### config.mk
export PLATFORM = sky130hd
export DESIGN_NAME = vga_timing_param
export DESIGN_NICKNAME = d
export VERILOG_FILES = /design/src/rtl/vga_pkg.sv /design/src/rtl/vga_axis_counter.sv /design/src/rtl/vga_timing_param.sv
export SDC_FILE = /design/constraint.sdc
export NUM_CORES = 1
export LEC_CHECK = 0
export CAP_MARGIN = 10
export CORE_MARGIN = 5
export CORE_UTILIZATION = 57
export CTS_CLUSTER_DIAMETER = 100
export CTS_CLUSTER_SIZE = 14
export DETAILED_ROUTE_END_ITERATION = 10
export PLACE_DENSITY = 0.83
export SLEW_MARGIN = 25
export SYNTH_ARGS = -nofsm -noshare
export SYNTH_HDL_FRONTEND = slang
export SYNTH_SLANG_ARGS = --single-unit
### constraint.sdc
create_clock -name pclk -period 3.4 [get_ports pclk]
set_clock_uncertainty 0.2 [all_clocks]
set_input_delay 0.51 -clock pclk [delete_from_list [all_inputs] [get_ports pclk]]
set_output_delay 0.51 -clock pclk [all_outputs]
set_load 0.03 [all_outputs]
### src/rtl/vga_pkg.sv
// Default 800x600@60 raster constants and a width-independent per-axis mode description.
package vga_pkg;

   typedef struct packed {
      int unsigned active;
      int unsigned fp;
      int unsigned sync;
      int unsigned bp;
   } axis_mode_t;

   localparam axis_mode_t DEF_H_MODE = '{active: 800, fp: 40, sync: 128, bp: 88};
   localparam axis_mode_t DEF_V_MODE = '{active: 600, fp: 1, sync: 4, bp: 23};
   localparam int unsigned DEF_CNT_W = 11;

   function automatic int unsigned mode_total(input axis_mode_t m);
      return m.active + m.fp + m.sync + m.bp;
   endfunction

   localparam int unsigned DEF_H_TOT = mode_total(DEF_H_MODE);
   localparam int unsigned DEF_V_TOT = mode_total(DEF_V_MODE);

endpackage

### src/rtl/vga_axis_counter.sv
// One raster axis: wrapping counter plus sync/blank/last strobes, all registered from next-state count.
// Latency 1 clk after an advancing edge; no backpressure, en&inc low holds every register.
module vga_axis_counter
   import vga_pkg::*;
#(
   parameter int unsigned TOT        = DEF_H_TOT,
   parameter int unsigned ACTIVE     = DEF_H_MODE.active,
   parameter int unsigned SYNC_START = DEF_H_MODE.active + DEF_H_MODE.fp,
   parameter int unsigned SYNC_LEN   = DEF_H_MODE.sync,
   parameter bit          POL        = 1'b1,
   parameter int unsigned W          = DEF_CNT_W
) (
   input  logic         clk,
   input  logic         rst_n,
   input  logic         en,
   input  logic         inc,
   output logic [W-1:0] count,
   output logic         sync,
   output logic         blnk,
   output logic         last
);

   localparam logic [W-1:0] LAST_C   = W'(TOT - 1);
   localparam logic [W-1:0] ACTIVE_C = W'(ACTIVE);
   localparam logic [W-1:0] SS_C     = W'(SYNC_START);
   localparam logic [W-1:0] SE_C     = W'(SYNC_START + SYNC_LEN - 1);

   logic         adv;
   logic [W-1:0] count_nxt;

   always_comb begin
      adv       = en & inc;
      count_nxt = count;
      if (adv) begin
         count_nxt = (count == LAST_C) ? '0 : count + W'(1);
      end
   end

   // Strobes derive from count_nxt so they land in the same cycle as the count they describe.
   always_ff @(posedge clk or negedge rst_n) begin
      if (!rst_n) begin
         count <= '0;
         sync  <= !POL;
         blnk  <= 1'b0;
         last  <= 1'b0;
      end else if (adv) begin
         count <= count_nxt;
         sync  <= (count_nxt >= SS_C && count_nxt <= SE_C) ? POL : !POL;
         blnk  <= (count_nxt >= ACTIVE_C);
         last  <= (count_nxt == LAST_C);
      end
   end

endmodule

### src/rtl/vga_timing_param.sv
// Mode-agnostic VGA raster source: h/v counters, sync, blank and line/frame strobes, latency 1 pclk, zero skew.
// No backpressure: en low freezes all state. Optional frame counter: VGA_TIMING_FRAME_CNT_EN.
module vga_timing_param
   import vga_pkg::*;
#(
   parameter int unsigned H_ACTIVE  = DEF_H_MODE.active,
   parameter int unsigned H_FP      = DEF_H_MODE.fp,
   parameter int unsigned H_SYNC    = DEF_H_MODE.sync,
   parameter int unsigned H_BP      = DEF_H_MODE.bp,
   parameter int unsigned V_ACTIVE  = DEF_V_MODE.active,
   parameter int unsigned V_FP      = DEF_V_MODE.fp,
   parameter int unsigned V_SYNC    = DEF_V_MODE.sync,
   parameter int unsigned V_BP      = DEF_V_MODE.bp,
   parameter bit          HSYNC_POL = 1'b1,
   parameter bit          VSYNC_POL = 1'b1,
   parameter int unsigned CNT_W     = DEF_CNT_W
) (
   input  logic             pclk,
   input  logic             rst_n,
   input  logic             en,
   output logic [CNT_W-1:0] hcount,
   output logic [CNT_W-1:0] vcount,
   output logic             hsync,
   output logic             vsync,
   output logic             hblnk,
   output logic             vblnk,
   output logic             end_of_line,
   output logic             end_of_frame
`ifdef VGA_TIMING_FRAME_CNT_EN
   ,
   output logic [15:0]      frame_cnt
`endif
);

   localparam int unsigned H_TOT = mode_total('{active: H_ACTIVE, fp: H_FP, sync: H_SYNC, bp: H_BP});
   localparam int unsigned V_TOT = mode_total('{active: V_ACTIVE, fp: V_FP, sync: V_SYNC, bp: V_BP});
   localparam logic [CNT_W-1:0] H_PRE_LAST = CNT_W'(H_TOT - 2);

   logic v_last;

   vga_axis_counter #(
      .TOT(H_TOT), .ACTIVE(H_ACTIVE), .SYNC_START(H_ACTIVE + H_FP),
      .SYNC_LEN(H_SYNC), .POL(HSYNC_POL), .W(CNT_W)
   ) u_h (
      .clk(pclk), .rst_n(rst_n), .en(en), .inc(1'b1),
      .count(hcount), .sync(hsync), .blnk(hblnk), .last(end_of_line)
   );

   vga_axis_counter #(
      .TOT(V_TOT), .ACTIVE(V_ACTIVE), .SYNC_START(V_ACTIVE + V_FP),
      .SYNC_LEN(V_SYNC), .POL(VSYNC_POL), .W(CNT_W)
   ) u_v (
      .clk(pclk), .rst_n(rst_n), .en(en), .inc(end_of_line),
      .count(vcount), .sync(vsync), .blnk(vblnk), .last(v_last)
   );

   // Next pixel is the final one of the frame when h is one short of its last and v already sits on its last.
   always_ff @(posedge pclk or negedge rst_n) begin
      if (!rst_n) begin
         end_of_frame <= 1'b0;
      end else if (en) begin
         end_of_frame <= (hcount == H_PRE_LAST) && v_last;
      end
   end

`ifdef VGA_TIMING_FRAME_CNT_EN
   always_ff @(posedge pclk or negedge rst_n) begin
      if (!rst_n) begin
         frame_cnt <= '0;
      end else if (en && end_of_line && v_last) begin
         frame_cnt <= frame_cnt + 16'd1;
      end
   end
`endif

endmodule

==> results.cfg, run 1 <==
[finish]
final_nets = 251
areaGrowthSynthToFinish_pct = 19.4
n_fill_cell = 265
antenna_cells = 0
drive_gt1_share_pct = 8.94

[synth]
async_flop_share_pct = 100
synth_area_mm2 = 0.00195
synth-xor-area-share_pct = 6.74
syn-num-nets = 224
synthSimpleGateAreaFrac_pct = 27.3
ys_seq_area_share_pct = 37.2
synth_top_flop_cell = dfrtp_1
synth-compound-area-share_pct = 19.8
synth_top_family_by_area = simple AND/OR/NAND/NOR gates
yosys_warnings = 0
ys_types = 62
netlist_instances = 218
synthMuxAreaShare_pct = 0
synth_area_per_cell_um2 = 8.95
synth_edf_count = 0
synth-adder-area-share_pct = 1.92
ys_seq_elements = 29

[worst_setup_path]
crit_chain = clkdlybuf4s50_1 > nand3_1 > nor4_1 > xnor2_1 > o211ai_1 > nor2_1 > a41o_1
path_delay_family = simple AND/OR/NAND/NOR gates
crit_arrival_ps = 2800
crit_path_max_incr_delay_ps = 730
endpoint_kind = flop
crit_slowest_cell = clkdlybuf4s50_1
path_max_fanout = 13
cp-start-kind = input port
critPathRequiredTime_ps = 3470
critPathKind = input port to flop
critPathBufInv = 1

[drt]
post_drt_wl_per_cell_um = 16.1
vias_per_cell = 6.07
wl_mm = 4.72
drtPass1Iterations = 5
remaining_drc_errors = 0
vias = 1772
drt_iter0_drc = 153
antenna_left = 0

[clock_tree]
cts_setup_buffers = 0
htreeDepth = 2
clock-sinks = 29
cts_buffers = 5
cts.root.buffer_cell = clkbuf_4
clk_latency_ps = 340
clockBufferDepth = 2
clk_pin_slew_worst_paths_ps = 90
ctsHoldBuffers = 0
cts_tree = yes
cts_resized = 0

[timing]
grt_setup_unrepaired = no
max_slew.worst_pin.slew_ps = 505
slew_viol_final = 0
setup_viol = 0
post-route-period-util_pct = 80.2
slew_headroom_pct = 66.0
finalSetupTns_ps = 0
fmax_ghz = 0.367
min_period_ps = 2730
fin_ws_ps = 674
hold_viol = 0

[power_and_ir_drop]
finalPower_w = 0.00104
vdd_drop_max_mv = 0.233
p_per_area_mw_per_mm2 = 446
leakagePower_nw = 0.925

[global_route]
grt_max_degree = 30
grt_pass1_vias = 1599
antenna_found_initial = 0
grt-ovfl-total = 0
grt_first_pass_wirelength_mm = 7.85
track_usage_pct = 22.6

[job]
drv_cap = 0

[floorplan]
rows = 21
die-width_um = 68.5
die_h_um = 68.5
start_util_pct = 58.5
core_area_mm2 = 0.00334
die-area_mm2 = 0.00469
io_pins = 31

[placement]
pre_cts_slack_ps = 312
dp_hpwl_mm = 3.46
gp_congestion = 0.915
portBuffers = 30

[status]
status = complete, no violations

[worst_hold_path]
worstHoldPathType = flop to flop
metrics by stage:
step | instances | utilization (%) | hold slack [ps] | area [um^2]
floorplan | 218 | - | 14.4 | 1950
global placement | 284 | 67.2 | 271 | 2240
detailed placement | 284 | 67.2 | 279 | 2240
CTS | 292 | 69.8 | 305 | 2330
global route | 292 | 69.8 | 343 | 2330
finish | 292 | 69.8 | 301 | 2330
layer usage:
| layer | routed length, um | GRT usage [%] | up-vias |
|---|---|---|---|
| met1 | 2220 | 32.5 | 846 |
| met2 | 2070 | 32.7 | 68 |
| met3 | 342 | 5.67 | 9 |
| met4 | 85 | 8.19 | 0 |
| li1 | - | - | 849 |
| met5 | 0 | 0 | - |
layout make-up:
class / instances / area, um^2 / share of cell area (%)
multi-input combinational: 163 / 1090 / 46.7
sequential: 29 / 726 / 31.2
timing repair buffer: 33 / 323 / 13.9
tap: 46 / 57.6 / 2.47
clock buffer: 7 / 55.1 / 2.36
inverter: 13 / 48.8 / 2.10
clock inverter: 1 / 30.0 / 1.29
cell usage in the layout (no fill, tap or decap), types with 2 or more instances in the layout:
cell / synthesis / routed
nor4_1: 2 / 2
o21a_1: 2 / 2
or2_2: 2 / 2
and3_1: 3 / 3
xor2_1: 5 / 5
o2bb2ai_1: 2 / 2
a21oi_1: 8 / 8
dfrtp_1: 29 / 29
nand2_1: 19 / 19
nand3b_1: 2 / 2
nand4_2: 2 / 2
nor3_1: 13 / 13
inv_1: 13 / 13
o21bai_1: 2 / 2
o21ai_1: 2 / 2
buf_4: 1 / 3
a31oi_1: 2 / 2
nand3_1: 17 / 17
or3_1: 3 / 3
o21ai_0: 10 / 10
nand2b_1: 2 / 2
o31ai_1: 2 / 2
clkdlybuf4s50_1: 0 / 30
nand4_1: 5 / 5
xnor2_1: 10 / 10
o32ai_1: 3 / 3
clkbuf_4: 0 / 5
ha_1: 3 / 3
nor2_1: 11 / 11
worst reg2reg max path, stage by stage (launching register included):
cell      delay (ps)
dfrtp_1          460
ha_1             310
nand3_1          320
nor4_1           430
xnor2_1          210
o211ai_1         200
nor2_1           160
a41o_1           170
power breakdown:
part	switching, W	internal (W)	total, W
combinational	0.000176	0.000122	0.000298
clock	0.000127	0.000176	0.000302
sequential	0.0000630	0.000374	0.000437
sequential cells by signal, indices dropped and copies added, names as in the netlist:
register / flops
end_of_frame: 1
u_h.blnk: 1
u_h.count: 11
u_h.last: 1
u_h.sync: 1
u_v.blnk: 1
u_v.count: 11
u_v.last: 1
u_v.sync: 1
logic make-up after synthesis:
kind of cell             after synthesis
flip-flops                            29
adder cells (fa/ha/maj)                3
AO/OA/AOI/OAI                         51
AND/OR/NAND/NOR                       94
buffers and inverters                 26
XOR/XNOR                              15
synth_stat cells (3+ instances only):
master	instances	area, um^2
xor2_1	5	43.8
buf_2	8	40.0
nor2_1	11	41.3
nand2_1	19	71.3
o32ai_1	3	26.3
or3_1	3	18.8
xnor2_1	10	87.6
nand4_1	5	31.3
inv_1	13	48.8
ha_1	3	37.5
nor3_1	13	65.1
a21oi_1	8	40.0
o21ai_0	10	50.1
nand3_1	17	85.1
dfrtp_1	29	726
and3_1	3	18.8
worst paths after layout:
check / start / endpoint / slack (ps) / cells after the start
worst min register to register: u_h.blnk$_DFFE_PN0P_ / u_h.blnk$_DFFE_PN0P_ / 300 / 1
max in group asynchronous: rst_n / u_v.count[10]$_DFFE_PN0P_ / 2360 / 2
worst max register to register: u_v.count[0]$_DFFE_PN0P_ / u_v.last$_DFFE_PN0P_ / 880 / 7
min in group asynchronous: rst_n / u_h.count[5]$_DFFE_PN0P_ / 350 / 2
worst min-delay path: u_h.blnk$_DFFE_PN0P_ / u_h.blnk$_DFFE_PN0P_ / 300 / 1
worst max-delay path: en / u_v.last$_DFFE_PN0P_ / 670 / 7
Power figures use the tool's default switching activity.
==> inputs of run 2 (changes only) <==
--- a/config.mk
+++ b/config.mk
@@ -7,11 +7,11 @@
 export LEC_CHECK = 0
 export CAP_MARGIN = 10
 export CORE_MARGIN = 5
-export CORE_UTILIZATION = 57
+export CORE_UTILIZATION = 48
 export CTS_CLUSTER_DIAMETER = 100
 export CTS_CLUSTER_SIZE = 14
 export DETAILED_ROUTE_END_ITERATION = 10
-export PLACE_DENSITY = 0.83
+export PLACE_DENSITY = 0.75
 export SLEW_MARGIN = 25
 export SYNTH_ARGS = -nofsm -noshare
 export SYNTH_HDL_FRONTEND = slang
==> constraint.sdc (replaced) <==
create_clock -name pclk -period 2.22 [get_ports pclk]
set_clock_uncertainty 0.2 [all_clocks]
set_input_delay 0.333 -clock pclk [delete_from_list [all_inputs] [get_ports pclk]]
set_output_delay 0.333 -clock pclk [all_outputs]
set_load 0.03 [all_outputs]
==> run 2 against run 1 <==
Net effect:
- core utilization fell by 0.18 points
- combinational power rose by 99%
- sequential cell count did not move
- first-iteration DRC count rose by 9.8%
- clock power rose by 85%
- critical path depth fell by 1
- final cell count rose by 17%
- sequential power rose by 47%
- die area rose by 16%
- design area rose by 19%
- global-route usage fell by 0.58 points
- critical path type is now flop to flop
- critical endpoint is now u_v.sync$_DFFE_PN0P_
- largest power group unchanged
==> results.cfg, run 2 (synthesized netlist as in run 1, its figures left out) <==
[timing]
hold_viol = 0
post-route-period-util_pct = 97.9
whs_ps = 244
finalSetupTns_ps = 0
slew_viol_final = 0
setup_viol = 0
max_slew.worst_pin.slew_ps = 386
min_period_ps = 2170
slew_headroom_pct = 74.1
fmax_ghz = 0.460

[placement]
gp_congestion = 0.975
dpl-instance-area_mm2 = 0.00259
portBuffers = 30
dp_hpwl_mm = 4.11

[finish]
design_area_mm2 = 0.00276
antenna_cells = 0
final_cell_mix = 49 x buf_4, 29 x clkdlybuf4s50_1, 23 x dfrtp_1, 19 x nand2_1, 15 x nand3_1
final_common_cell = buf_4
final_nets = 297
n_fill_cell = 322
drive_gt1_share_pct = 28.8
reg.largest.list = u_h.count: 11 flops, u_v.count: 11 flops
areaGrowthSynthToFinish_pct = 41.7

[global_route]
grt-ovfl-total = 0
track_usage_pct = 22.1
grt_first_pass_wirelength_mm = 9.25
grt_pass1_vias = 1936
antenna_found_initial = 0
grt_max_degree = 30

[worst_setup_path]
path_max_fanout = 8
r2r-end = u_v.sync$_DFFE_PN0P_
critPathKind = flop to flop
crit_arrival_ps = 2150
r2r_slack_ps = 50
critPathRequiredTime_ps = 2190
endpoint_kind = flop
r2r_start = u_v.count[2]$_DFFE_PN0P_
reg2regPathDepth = 6
cp-start-kind = flop

[clock_tree]
clk_latency_ps = 280
htreeDepth = 2
clockBufferDepth = 2
cts_tree = yes
cts.root.buffer_cell = clkbuf_8
clk_pin_slew_worst_paths_ps = 80
clock-sinks = 29
cts_buffers = 5

[floorplan]
die_h_um = 73.7
die-width_um = 73.7
die-area_mm2 = 0.00544
start_util_pct = 49.1
rows = 23
io_pins = 31
core_area_mm2 = 0.00397

[job]
drv_cap = 0

[drt]
vias = 2004
antenna_left = 0
remaining_drc_errors = 0
vias_per_cell = 5.86
drtPass1Iterations = 5
wl_mm = 5.65
drt_iter0_drc = 168
post_drt_wl_per_cell_um = 16.5

[power_and_ir_drop]
leakagePower_nw = 1.15
p_per_area_mw_per_mm2 = 649
vdd_drop_max_mv = 0.388

[worst_hold_path]
worstHoldPathType = input port to asynchronous set/reset pin

[status]
status = complete, no violations
==> run 2: cell count changes in the layout (fill, tap and decap cells not counted), moves of 2 or more <==
cell      before  now
buf_4          3   49
clkbuf_4       5    0
clkbuf_8       1    5
dfrtp_1       29   23
dfrtp_2        0    6
nand3_1       17   15
nand3_2        1    3
nor4_1         2    0
nor4_2         0    2
==> run 2: final cells by class <==
class / count / area [um^2] / share of cell area (%)
multi-input cells: 163 / 1140 / 41.1
flip-flops and latches: 29 / 733 / 26.5
repair buffers: 79 / 668 / 24.2
clock buffers: 5 / 68.8 / 2.49
well taps: 50 / 62.6 / 2.26
inverters: 13 / 48.8 / 1.77
clock inverters: 3 / 46.3 / 1.67
==> run 2: how the worst max path moves through the flow <==
stage                                        start                   end  slack, ps  cells past startpoint
after floorplan           u_v.count[6]$_DFFE_PN0P_  u_v.sync$_DFFE_PN0P_         20                      8
after global placement                          en  u_h.last$_DFFE_PN0P_       -330                      9
after detailed placement                        en  u_v.sync$_DFFE_PN0P_       -440                      7
after CTS                 u_h.count[7]$_DFFE_PN0P_  u_h.sync$_DFFE_PN0P_         20                      6
after global routing      u_v.count[1]$_DFFE_PN0P_  u_v.blnk$_DFFE_PN0P_         -3                      6
final                     u_v.count[2]$_DFFE_PN0P_  u_v.sync$_DFFE_PN0P_         50                      6
==> run 2: report_power, final <==
group / switching (W) / total (W) / internal, W
clock network: 0.000224 / 0.000560 / 0.000336
registers: 0.0000645 / 0.000641 / 0.000576
logic: 0.000331 / 0.000594 / 0.000262
total: 0.000620 / 0.00179 / 0.00117
==> run 2: metrics by stage <==
stage,setup slack [ps],std cells,power [W],utilization (%)
2_1_floorplan,19.3,218,0.000978,-
4_1_cts,19.1,341,0.00180,68.6
3_5_place_dp,-438,333,0.00123,65.2
6_report,45.6,342,0.00179,69.6
3_3_place_gp,-332,333,0.00122,65.2
5_1_grt,-3.27,342,0.00190,69.6
==> run 2: routing by layer <==
| layer | up-vias | global-route usage, % | part of all wire, % | wire, um |
|---|---|---|---|---|
| met2 | 94 | 34.8 | 46 | 2610 |
| met4 | 0 | 4.83 | 1.8 | 99 |
| met5 | - | 0 | 0 | 0 |
| met1 | 951 | 31.3 | 45 | 2540 |
| li1 | 946 | - | - | - |
| met3 | 13 | 4.10 | 7.1 | 402 |
==> run 2: timing repair <==
action	in CTS	in global routing
endpoints found under the setup margin	6	7
pin swaps	0	4
resized for setup	4	10
buffers inserted	0	1
hold buffers	0	0
==> run 2: worst max-delay path, stage by stage, from the launching register on <==
cell     delay [ps]
dfrtp_1         480
or3_1           440
o31a_1          270
o32a_1          310
nand3_1          90
o21ai_1          80
a22o_1          210
